## config.mk

```make
export PLATFORM = sky130hd
export DESIGN_NAME = fetch_stage
export DESIGN_NICKNAME = d
export VERILOG_FILES = /design/src/rtl/fetch_stage.sv
export SDC_FILE = /design/constraint.sdc
export NUM_CORES = 1
export LEC_CHECK = 0
export CORE_AREA = 4 4 117 119
export DETAILED_ROUTE_END_ITERATION = 6
export DIE_AREA = 0 0 121 123
export HOLD_SLACK_MARGIN = 0.08
export PLACE_DENSITY = 0.86
export SYNTH_ARGS = -nofsm -noshare
export SYNTH_HDL_FRONTEND = slang
export SYNTH_SLANG_ARGS = --single-unit
```

## constraint.sdc

```tcl
create_clock -name CLK -period 3.75 [get_ports CLK]
set_clock_uncertainty 0.05 [all_clocks]
set_input_delay 0.75 -clock CLK [delete_from_list [all_inputs] [get_ports CLK]]
set_output_delay 0.75 -clock CLK [all_outputs]
set_load 0.05 [all_outputs]
```

## src/rtl/fetch_stage.sv

```systemverilog
// rtl/fetch_stage.sv - RISC-V instruction fetch stage: PC, IF/ID register, redirect/stall/fault (optional FETCH_PERF_CNT_EN counters)
module fetch_stage #(
    parameter logic [31:0] RESET_PC = 32'h0000_0000,
    parameter logic [31:0] NOP_INST = 32'h0000_0013
) (
    input  logic        CLK,
    input  logic        RST_N,
    input  logic        STALL,
    input  logic        BRANCH_TAKEN,
    input  logic [31:0] BRANCH_TARGET,
    output logic [31:0] IMEM_PC,
    input  logic [31:0] IMEM_INST,
    output logic [31:0] IF_PC,
    output logic [31:0] IF_INST,
    output logic [31:0] IF_PC_PLUS4,
    output logic        IF_VALID,
    output logic        FETCH_FAULT
`ifdef FETCH_PERF_CNT_EN
    ,
    output logic [31:0] FETCH_COUNT,
    output logic [31:0] REDIRECT_COUNT
`endif
);

    typedef enum logic [1:0] {
        ST_BOOT  = 2'd0,
        ST_RUN   = 2'd1,
        ST_FAULT = 2'd2
    } state_t;

    state_t      state, state_n;
    logic [31:0] pc, pc_n;
    logic [31:0] if_pc_n, if_inst_n, if_pc_plus4_n;
    logic        if_valid_n, fault_n;
    logic        fetch_en, redirect_en;

    assign IMEM_PC = pc;

    always_comb begin
        state_n       = state;
        pc_n          = pc;
        if_pc_n       = IF_PC;
        if_inst_n     = IF_INST;
        if_pc_plus4_n = IF_PC_PLUS4;
        if_valid_n    = IF_VALID;
        fault_n       = FETCH_FAULT;
        fetch_en      = 1'b0;
        redirect_en   = 1'b0;
        case (state)
            ST_BOOT: begin
                if_inst_n  = NOP_INST;
                if_valid_n = 1'b0;
                state_n    = ST_RUN;
            end
            ST_RUN: begin
                if (BRANCH_TAKEN && (BRANCH_TARGET[1:0] != 2'b00)) begin
                    fault_n    = 1'b1;
                    if_inst_n  = NOP_INST;
                    if_valid_n = 1'b0;
                    state_n    = ST_FAULT;
                end else if (BRANCH_TAKEN) begin
                    // Redirect wins over stall; the word fetched this cycle is wrong-path.
                    pc_n        = BRANCH_TARGET;
                    if_inst_n   = NOP_INST;
                    if_valid_n  = 1'b0;
                    redirect_en = 1'b1;
                end else if (!STALL) begin
                    if_pc_n       = pc;
                    if_inst_n     = IMEM_INST;
                    if_pc_plus4_n = pc + 32'd4;
                    if_valid_n    = 1'b1;
                    pc_n          = pc + 32'd4;
                    fetch_en      = 1'b1;
                end
            end
            ST_FAULT: begin
                if_inst_n  = NOP_INST;
                if_valid_n = 1'b0;
                fault_n    = 1'b1;
            end
            default: begin
                state_n = ST_BOOT;
            end
        endcase
    end

    always_ff @(posedge CLK) begin
        if (!RST_N) begin
            state       <= ST_BOOT;
            pc          <= RESET_PC;
            IF_PC       <= 32'd0;
            IF_INST     <= NOP_INST;
            IF_PC_PLUS4 <= 32'd4;
            IF_VALID    <= 1'b0;
            FETCH_FAULT <= 1'b0;
        end else begin
            state       <= state_n;
            pc          <= pc_n;
            IF_PC       <= if_pc_n;
            IF_INST     <= if_inst_n;
            IF_PC_PLUS4 <= if_pc_plus4_n;
            IF_VALID    <= if_valid_n;
            FETCH_FAULT <= fault_n;
        end
    end

`ifdef FETCH_PERF_CNT_EN
    always_ff @(posedge CLK) begin
        if (!RST_N) begin
            FETCH_COUNT    <= 32'd0;
            REDIRECT_COUNT <= 32'd0;
        end else begin
            if (fetch_en) begin
                FETCH_COUNT <= FETCH_COUNT + 32'd1;
            end
            if (redirect_en) begin
                REDIRECT_COUNT <= REDIRECT_COUNT + 32'd1;
            end
        end
    end
`else
    logic unused_en;
    assign unused_en = fetch_en ^ redirect_en;
`endif

endmodule

```

; ---- Word level (Yosys, flattened, before mapping)
; Cells that the tools add are included.
[classes]
n_addsub = 1
eq_ne = 5
muxes = 14
bitwise = 4
reduce_logical = 11
[ops]
columns = cell, count
row1 = $mux W32, 5
row2 = $pmux W32 S2, 1
row3 = $add A32 B3 Y32 const B, 1
row4 = $pmux W2 S3, 1
row5 = $reduce_and A2 Y1, 3
row6 = $reduce_bool A2 Y1, 3
row7 = $mux W1, 4
row8 = $ne A4 B4 Y1 const B, 1
row9 = $not A1 Y1, 4
row10 = $pmux W1 S2, 2
row11 = $reduce_and A4 Y1, 1
row12 = $reduce_and A3 Y1, 1
row13 = $eq A2 B1 Y1 const B, 1
row14 = $eq A2 B2 Y1 const B, 1
row15 = $logic_not A2 Y1, 1
row16 = $mux W2, 1
row17 = $ne A2 B1 Y1 const B, 1
row18 = $ne A2 B2 Y1 const B, 1
row19 = $reduce_or A2 Y1, 1
row20 = $logic_and A1 B1 Y1, 1
[word_totals]
ff_bits = 132
inputBits = 68
output_inout_bits = 130
word_cells = 42

; ---- Logic depth before layout (Yosys ltp)
; Gate-level depths: netlist of run 1.
[logic_depth]
depth_word = 4
mapped_depth = 8
mapped_depth_nobuf = 6

; ---- Least setup slack after synthesis of run 1
; No wires, ideal clock.
[synth_path]
path_kind = register -> register
startpoint = reg pc[10] (netlist: IMEM_PC[10])
endpoint = reg pc[25] (netlist: IMEM_PC[25])
setup_time_ns = 0.120
arrival_time_ns = 2.362
required_time_ns = 3.580
path_slack_ns = 1.218
stages_incl_launch_ff = 9
n_path_buf = 3
period_less_slack_ns = 2.532
path_cell_list = dfxtp_1 -> buf_2 -> nand4_4 -> or2_0 -> buf_2 -> or3_1 -> buf_2 -> o211a_1 -> o31a_1
[synth_via]
elab_chain_len = 3
[synth_lines]
columns = element, line_no
row1 = "start, declared", 32  ; logic [31:0] pc, pc_n;
row2 = "start signal, assigned", 98  ; pc <= pc_n;
row3 = $add A32 B3 Y32, 72  ; pc_n = pc + 32'd4;
row4 = $mux W32, 67  ; end else if (!STALL) begin
row5 = $mux W32, 61  ; end else if (BRANCH_TAKEN) begin
; No other way between the ends. The select of a mux whose other input is x is not followed.
; A chain may end at the register's enable or synchronous reset.

; ---- Worst setup path after layout of run 1
[layout_path]
startpoint = reg pc[15] (netlist: IMEM_PC[15])
endpoint = out IMEM_PC[15]
[layout_lines]
columns = element, line_no
row1 = "end, declared", 11  ; output logic [31:0] IMEM_PC,
; No word-level cell between the ends.

==> impl_metrics.json, run 1 <==
{
  "fill_cells": 1030,
  "areaGrowthSynthToFinish_pct": 47.6,
  "clock_latency_ps": 420,
  "cts-root-buf": "clkbuf_16",
  "critPathArrivalTime_ps": 1920,
  "p_seq_share_pct": 40.0,
  "path_delay_family": "buffers and inverters",
  "min_from": "IF_PC[6]$_SDFFE_PN0P_",
  "clk_path_buf_depth": 2,
  "nets": 925,
  "route.detailed.drc": 0,
  "crit_start": "IMEM_PC[15]$_SDFFE_PN0P_",
  "finalSetupViolations": 0,
  "switching_share_pct": 25.6,
  "tightest_slew_ps": 1050,
  "hold_path_class": "flop to flop",
  "die_w_um": 121,
  "antenna_cells": 0,
  "p_clk_share_pct": 47.0,
  "slowest_stage": "clkdlybuf4s50_1",
  "drtIter0Drc": 451,
  "die-area_um2": 14900,
  "finalCritPeriodShare_pct": 72.6,
  "final_common_cell": "clkdlybuf4s50_1",
  "peakVddDrop_uv": 355,
  "core-area_um2": 12600,
  "multi_input_area_um2": 2720,
  "post_cts_buffers": 0,
  "ctsResizeCount": 0,
  "hold_violations": 0,
  "synth_edf_count": 0,
  "rows": 41,
  "wl_per_cell_um": 17.3,
  "antenna_found_initial": 0,
  "drive_gt1_share_pct": 5.99,
  "grt_pass1_vias": 5362,
  "grt_max_degree": 79,
  "ios": 198,
  "cts.clk_slew.worst_paths_ps": 50,
  "yosys_most_used_dff": "dfxtp_1",
  "antenna_violating_nets_post_route": 0,
  "critPathMaxStageDelay_ps": 950,
  "maxCapViolCount": 0,
  "hold_buffers": 0,
  "status": "complete, no violations",
  "cts-buffers-inserted": 17,
  "post_synth_instance_area_um2": 5600,
  "synthCells": 691,
  "gp_congestion": 0.894,
  "place_hpwl_mm": 12.6,
  "ys_seq_area_share_pct": 46.5,
  "reg2reg_from": "IMEM_PC[2]$_SDFFE_PN0P_",
  "viasPerCell": 5.42,
  "die_y_um": 123,
  "cp-start-kind": "flop",
  "rsz0062_at_grt": "no",
  "io_buffer_count": 197,
  "htreeDepth": 4,
  "synth.avg_cell_area_um2": 8.10,
  "worstPathCellList": "clkdlybuf4s50_1",
  "vias": 5635,
  "slew_headroom_pct": 30.1,
  "p_comb_share_pct": 13.0,
  "yosys_warnings": 0,
  "grt_pass1_wl_mm": 28.0,
  "first_pass_iters": 6,
  "initial_core_util_pct": 44.5,
  "async_flop_share_pct": 0,
  "p_per_area_nw_per_um2": 445,
  "clock-sinks": 130,
  "synth-seq-cells": 130,
  "track_usage_pct": 24.2,
  "drv_slew": 0,
  "switchingPower_uw": 941,
  "overflow": 0,
  "p_int_uw": 2740,
  "max_freq_mhz": 367,
  "criticalPathCategory": "flop to output port",
  "cts_tree": "done",
  "syn_nets": 760,
  "critical_path.n_buffers_inverters": 1,
  "seq_area_um2": 2600,
  "worst_hold_slack_ps": 399,
  "postRouteWirelength_mm": 17.9,
  "fin_tns_setup_ps": 0,
  "layout_common_cells": "clkdlybuf4s50_1, dfxtp_1, nand2_1",
  "total_power_uw": 3680,
  "synth_cell_types": 54,
  "post-route-min-period_ps": 2720,
  "crit_fanout": 10,
  "crit_required_ps": 2950,
  "power_leakage_uw": 0.00279,
  "cp-end-kind": "output port"
}
## path summary, 6_finish.rpt
path | endpoint | slack (ps) | depth (start not counted)
setup / recovery | IMEM_PC[15] | 1030 | 1
hold / removal | IF_PC[6]$_SDFFE_PN0P_ | 400 | 2
setup reg to reg | IMEM_PC[26]$_SDFFE_PN0P_ | 1210 | 6
hold reg to reg | IF_PC[6]$_SDFFE_PN0P_ | 400 | 2
## state kept, by name, indices dropped and copies added (netlist names)
| name | count |
|---|---|
| FETCH_FAULT | 1 |
| IF_VALID | 1 |
| IF_PC | 32 |
| IF_INST | 32 |
| IMEM_PC | 32 |
| IF_PC_PLUS4 | 30 |
| state | 2 |
## per-stage QoR
stage | util, % | cell area, um^2 | worst slack (ps) | instances
2_1_floorplan | - | 5600 | 1220 | 691
3_3_place_gp | 60.8 | 7640 | 894 | 1009
3_5_place_dp | 60.8 | 7640 | 825 | 1009
4_1_cts | 65.7 | 8260 | 1020 | 1040
5_1_grt | 65.7 | 8260 | 979 | 1040
6_report | 65.7 | 8260 | 1030 | 1040
## cell type report
type / instances / area share [%]
repair buffers: 211 / 25.2
inverters: 4 / 0.197
flip-flops and latches: 130 / 31.5
multi-input cells: 492 / 32.9
well taps: 172 / 2.61
clock inverters: 9 / 1.53
clock buffers: 22 / 5.98
## power groups by stage
stage | clock, uW | sequential (uW) | combinational (uW)
6_report | 1730 | 1470 | 477
3_3_place_gp | 0 | 1500 | 473
3_5_place_dp | 0 | 1500 | 476
2_1_floorplan | 0 | 1620 | 156
4_1_cts | 1760 | 1470 | 478
5_1_grt | 1840 | 1480 | 507
## cell usage after synthesis, types with 9 or more instances
cell type / number / area [um^2]
dfxtp_1: 130 / 2600
nand2_1: 104 / 390
nor2_1: 75 / 282
a21oi_1: 64 / 320
clkbuf_1: 48 / 180
o21ai_0: 40 / 200
a22oi_1: 36 / 270
nand3_1: 17 / 85.1
xnor2_1: 15 / 131
buf_2: 13 / 65.1
a211oi_1: 12 / 90.1
nor4_1: 12 / 75.1
nor3_1: 11 / 55.1
nand4_1: 10 / 62.6
xor2_1: 9 / 78.8
## metal layers
| layer | wire length [um] | global-route usage, % | part of all wire (%) | vias up |
|---|---|---|---|---|
| met3 | 2020 | 10.8 | 11 | 27 |
| li1 | - | - | - | 2770 |
| met2 | 8090 | 36.4 | 45 | 250 |
| met1 | 7500 | 30.6 | 42 | 2588 |
| met5 | 0 | 0 | 0 | - |
| met4 | 331 | 8.99 | 1.8 | 0 |
## worst min-delay path, delay by kind of cell (launching register included)
family             cells  cell delay [ps]
AOI/OAI and AO/OA      1               50
DFF                    1              300
and+or+nand+nor        1               50
## logic make-up after synthesis
family | share of synthesized area [%]
compound gates | 21.6
buf+inv | 5.05
fa+ha+maj | 0.224
flops | 46.5
mux | 0.715
xor+xnor | 3.76
simple gates | 22.2
(Power assumes the default switching activity.)
==> inputs of run 2 (changes only) <==
==> constraint.sdc (replaced) <==
create_clock -name CLK -period 2.6 [get_ports CLK]
set_clock_uncertainty 0.05 [all_clocks]
set_input_delay 0.52 -clock CLK [delete_from_list [all_inputs] [get_ports CLK]]
set_output_delay 0.52 -clock CLK [all_outputs]
set_load 0.05 [all_outputs]
==> run 2 against run 1 <==
Core utilization increased by 1.6 points. Setup slack got worse by 910 ps. Non-clock buffer count increased by 15. Sequential power increased by 44%. Hold slack improved by 3.2 ps. Final area increased by 2.4%. Critical path depth unchanged. Critical endpoint unchanged. Largest cell class unchanged. Highest routed layer unchanged.
==> impl_metrics.json, run 2 (synthesized netlist as in run 1, its figures left out) <==
{
  "status": "complete, no violations",
  "hold_buffers": 0,
  "rr_worst_depth": 6,
  "route.detailed.drc": 0,
  "die-area_um2": 14900,
  "drtIter0Drc": 531,
  "antenna_violating_nets_post_route": 0,
  "p_per_area_nw_per_um2": 652,
  "io_buffer_count": 197,
  "place_hpwl_mm": 13.1,
  "cts_tree": "done",
  "rows": 41,
  "ios": 198,
  "max_freq_mhz": 402,
  "clock_latency_ps": 410,
  "peakVddDrop_uv": 464,
  "wl_per_cell_um": 17.4,
  "crit_fanout": 10,
  "worst_hold_slack_ps": 403,
  "maxCapViolCount": 0,
  "slowest_stage": "clkdlybuf4s50_1",
  "worstHoldPathCells": 2,
  "fin_tns_setup_ps": 0,
  "layout_common_cells": "clkdlybuf4s50_1, dfxtp_1, nand2_1",
  "utilization_pct": 67.3,
  "clock-sinks": 130,
  "grt_pass1_wl_mm": 29.3,
  "first_pass_iters": 5,
  "htreeDepth": 4,
  "antenna_cells": 0,
  "crit_cells": 1,
  "antenna_found_initial": 0,
  "cts-root-buf": "clkbuf_16",
  "tightest_slew_ps": 597,
  "finalSetupViolations": 0,
  "overflow": 0,
  "vias": 5796,
  "critical_path.n_buffers_inverters": 1,
  "crit_required_ps": 2030,
  "die_y_um": 123,
  "fill_cells": 1019,
  "nets": 940,
  "post-route-min-period_ps": 2490,
  "worstPathCellList": "clkdlybuf4s50_1",
  "die_w_um": 121,
  "drive_gt1_share_pct": 7.47,
  "path_delay_family": "buffers and inverters",
  "cp-start-kind": "flop",
  "areaGrowthSynthToFinish_pct": 51.2,
  "viasPerCell": 5.49,
  "rsz0062_at_grt": "no",
  "clk_path_buf_depth": 2,
  "post_cts_buffers": 0,
  "hold_path_class": "flop to flop",
  "critPathMaxStageDelay_ps": 930,
  "ctsResizeCount": 0,
  "cp-end-kind": "output port",
  "track_usage_pct": 24.9,
  "grt_pass1_vias": 5605,
  "grt_max_degree": 58,
  "slew_headroom_pct": 60.1,
  "cts-buffers-inserted": 17,
  "core-area_um2": 12600,
  "gp_congestion": 0.832,
  "finalCritPeriodShare_pct": 95.6,
  "drv_slew": 0,
  "cts.clk_slew.worst_paths_ps": 60,
  "power_leakage_uw": 0.00290,
  "final_common_cell": "clkdlybuf4s50_1",
  "initial_core_util_pct": 44.5,
  "postRouteWirelength_mm": 18.4,
  "hold_violations": 0,
  "criticalPathCategory": "flop to output port",
  "critPathArrivalTime_ps": 1920
}
-- run 2: cell type report --
class	instances	area [um^2]	area share (%)
Clock buffer	20	447	5.28
Clock inverter	12	210	2.48
Inverter	4	16.3	0.192
Multi-Input combinational cell	492	2720	32.2
Sequential cell	130	2600	30.8
Tap cell	172	215	2.54
Timing Repair Buffer	226	2250	26.6
-- run 2: stage by stage --
stage	instance area (um^2)	setup slack [ps]	total power, uW	instances
6_report	8460	113	5510	1056
5_1_grt	8460	57.2	5700	1056
4_1_cts	8460	101	5540	1056
3_5_place_dp	7800	262	2870	1024
3_3_place_gp	7800	297	2870	1024
2_1_floorplan	5600	68.0	2560	691
-- run 2: worst paths after layout --
check / start / to / slack, ps
worst max-delay path: IMEM_PC[15]$_SDFFE_PN0P_ / IMEM_PC[15] / 110
worst min-delay path: IF_PC[6]$_SDFFE_PN0P_ / IF_PC[6]$_SDFFE_PN0P_ / 400
worst max register to register: IMEM_PC[2]$_SDFFE_PN0P_ / IMEM_PC[26]$_SDFFE_PN0P_ / 320
worst min register to register: IF_PC[6]$_SDFFE_PN0P_ / IF_PC[6]$_SDFFE_PN0P_ / 400
-- run 2: layer usage --
layer / track usage (%) / vias up / part of all wire, %
met5: 0 / - / 0
met4: 8.29 / 0 / 1.6
met3: 9.65 / 26 / 10
met2: 40.6 / 271 / 48
met1: 30.4 / 2703 / 40
li1: - / 2796 / -
-- run 2: where the power goes --
part           total, uW  switching, uW  internal, uW  leakage (uW)
logic                726            437           289       0.00152
clock network       2680            864          1810      0.000327
registers           2110           58.8          2050       0.00105
==> inputs of run 3 (changes only) <==
--- a/config.mk
+++ b/config.mk
@@ -5,9 +5,10 @@
 export SDC_FILE = /design/constraint.sdc
 export NUM_CORES = 1
 export LEC_CHECK = 0
-export CORE_AREA = 4 4 117 119
+export CAP_MARGIN = 0
+export CORE_AREA = 2 2 115 117
 export DETAILED_ROUTE_END_ITERATION = 6
-export DIE_AREA = 0 0 121 123
+export DIE_AREA = 0 0 117 119
 export HOLD_SLACK_MARGIN = 0.08
 export PLACE_DENSITY = 0.86
 export SYNTH_ARGS = -nofsm -noshare
==> run 3 against run 2 <==
Final area is 0.55% lower. Critical path depth stayed put. Core utilization is 2.0 points lower. Setup slack better by 60 ps. Sequential cell count stayed put. Sequential power hardly changed. Clock power is 12% lower. Combinational power hardly changed. Global-route usage is 0.89 points higher. Non-clock buffer count is 5 higher.
==> impl_metrics.json, run 3 (synthesized netlist as in run 1, its figures left out) <==
{
  "layout_common_cells": "clkdlybuf4s50_1, dfxtp_1, nand2_1",
  "cts-root-buf": "clkbuf_16",
  "rrSetupSlack_ps": 310,
  "worstHoldPathCells": 2,
  "hold_path_class": "flop to flop",
  "die_y_um": 119,
  "first_pass_iters": 5,
  "dpl_cell_area_um2": 7830,
  "path_delay_family": "buffers and inverters",
  "htreeDepth": 4,
  "worst_hold_slack_ps": 402,
  "wl_per_cell_um": 16.6,
  "cts_tree": "done",
  "die_w_um": 117,
  "post_cts_buffers": 0,
  "drive_gt1_share_pct": 7.67,
  "criticalPathCategory": "flop to output port",
  "initial_core_util_pct": 43.5,
  "clk_path_buf_depth": 2,
  "place_hpwl_mm": 12.4,
  "rr_worst_depth": 6,
  "clock-sinks": 130,
  "ctsResizeCount": 0,
  "hold_buffers": 0,
  "postRouteWirelength_mm": 17.6,
  "viasPerCell": 5.47,
  "timing.rr.end": "IMEM_PC[26]$_SDFFE_PN0P_",
  "crit_fanout": 8,
  "crit_required_ps": 2030,
  "slowest_stage": "clkdlybuf4s50_1",
  "core-area_um2": 12900,
  "rsz0062_at_grt": "no",
  "grt_pass1_wl_mm": 28.2,
  "final_area_um2": 8410,
  "maxCapViolCount": 0,
  "status": "complete, no violations",
  "vias": 5819,
  "reg2reg_from": "IMEM_PC[2]$_SDFFE_PN0P_",
  "die-area_um2": 13900,
  "min_from": "IF_PC[18]$_SDFFE_PN0P_",
  "cts.clk_slew.worst_paths_ps": 60,
  "fill_cells": 1064,
  "critical_path.n_buffers_inverters": 1,
  "finalSetupViolations": 0,
  "grt.busiest_layer": "met2",
  "critPathArrivalTime_ps": 1860,
  "cp-start-kind": "flop",
  "multi_input_area_um2": 2720,
  "finalCritPeriodShare_pct": 93.3,
  "grtUsageMet1_pct": 31.4,
  "final_common_cell": "clkdlybuf4s50_1",
  "slew_headroom_pct": 59.2,
  "areaGrowthSynthToFinish_pct": 50.3,
  "seq_area_um2": 2600,
  "gp_congestion": 0.851,
  "grt_max_degree": 52,
  "antenna_cells": 0,
  "drtIter0Drc": 404,
  "antenna_found_initial": 0,
  "peakVddDrop_uv": 461,
  "max_freq_mhz": 412,
  "overflow": 0,
  "p_per_area_nw_per_um2": 617,
  "hold_violations": 0,
  "route.detailed.drc": 0,
  "grt_pass1_vias": 5667,
  "antenna_violating_nets_post_route": 0,
  "rows": 42,
  "fin_tns_setup_ps": 0,
  "cts-buffers-inserted": 17,
  "post-route-min-period_ps": 2430,
  "track_usage_pct": 25.8,
  "ios": 198,
  "grtUsageMet3_pct": 10.3,
  "clock_latency_ps": 410,
  "drv_slew": 0,
  "use_met2_pct": 40.5,
  "cp-end-kind": "output port",
  "critPathMaxStageDelay_ps": 930,
  "power_leakage_uw": 0.00289,
  "worstPathCellList": "clkdlybuf4s50_1",
  "hold_end": "IF_PC[18]$_SDFFE_PN0P_",
  "utilization_pct": 65.3,
  "io_buffer_count": 197,
  "nets": 945,
  "tightest_slew_ps": 610
}
[run 3: cell count changes in the layout (fill, tap and decap cells not counted), sizes merged]
cell	delta
bufinv	-4
clkinv	-3
buf	+5
clkbuf	+5
[run 3: where the power goes]
| group | internal, uW | total, uW | switching, uW | leakage, uW |
|---|---|---|---|---|
| clock network | 1520 | 2360 | 832 | 0.000289 |
| registers | 2050 | 2110 | 54.4 | 0.00105 |
| logic | 289 | 724 | 435 | 0.00155 |
[run 3: through the flow]
step           total power (uW)  setup WS, ps  cells
3_5_place_dp               2870           265   1033
3_3_place_gp               2860           280   1033
6_report                   5190           174   1063
4_1_cts                    5210           158   1063
2_1_floorplan              2560          68.0    691
5_1_grt                    5370          11.8   1063
[run 3: area by class of cell]
cell class / instances / area share (%)
repair buffers: 231 / 27.0
clock inverters: 5 / 0.892
well taps: 176 / 2.62
flip-flops and latches: 130 / 30.9
multi-input cells: 492 / 32.3
inverters: 4 / 0.193
clock buffers: 25 / 6.01
[run 3: routing by layer]
layer,wire (um),vias up
met5,0,-
met4,330,0
met3,1800,24
met2,8170,258
met1,7340,2720
li1,-,2817
[run 3: worst max-delay path by stage]
stage | startpoint | to | slack, ps | cells past startpoint
2_1_floorplan | IMEM_PC[10]$_SDFFE_PN0P_ | IMEM_PC[25]$_SDFFE_PN0P_ | 70 | 8
3_3_place_gp | STALL | IMEM_PC[27]$_SDFFE_PN0P_ | 280 | 5
3_5_place_dp | STALL | IMEM_PC[24]$_SDFFE_PN0P_ | 260 | 5
4_1_cts | IMEM_PC[20]$_SDFFE_PN0P_ | IMEM_PC[20] | 160 | 1
5_1_grt | IMEM_PC[3]$_SDFFE_PN0P_ | IMEM_PC[26]$_SDFFE_PN0P_ | 10 | 6
6_report | IMEM_PC[20]$_SDFFE_PN0P_ | IMEM_PC[20] | 170 | 1
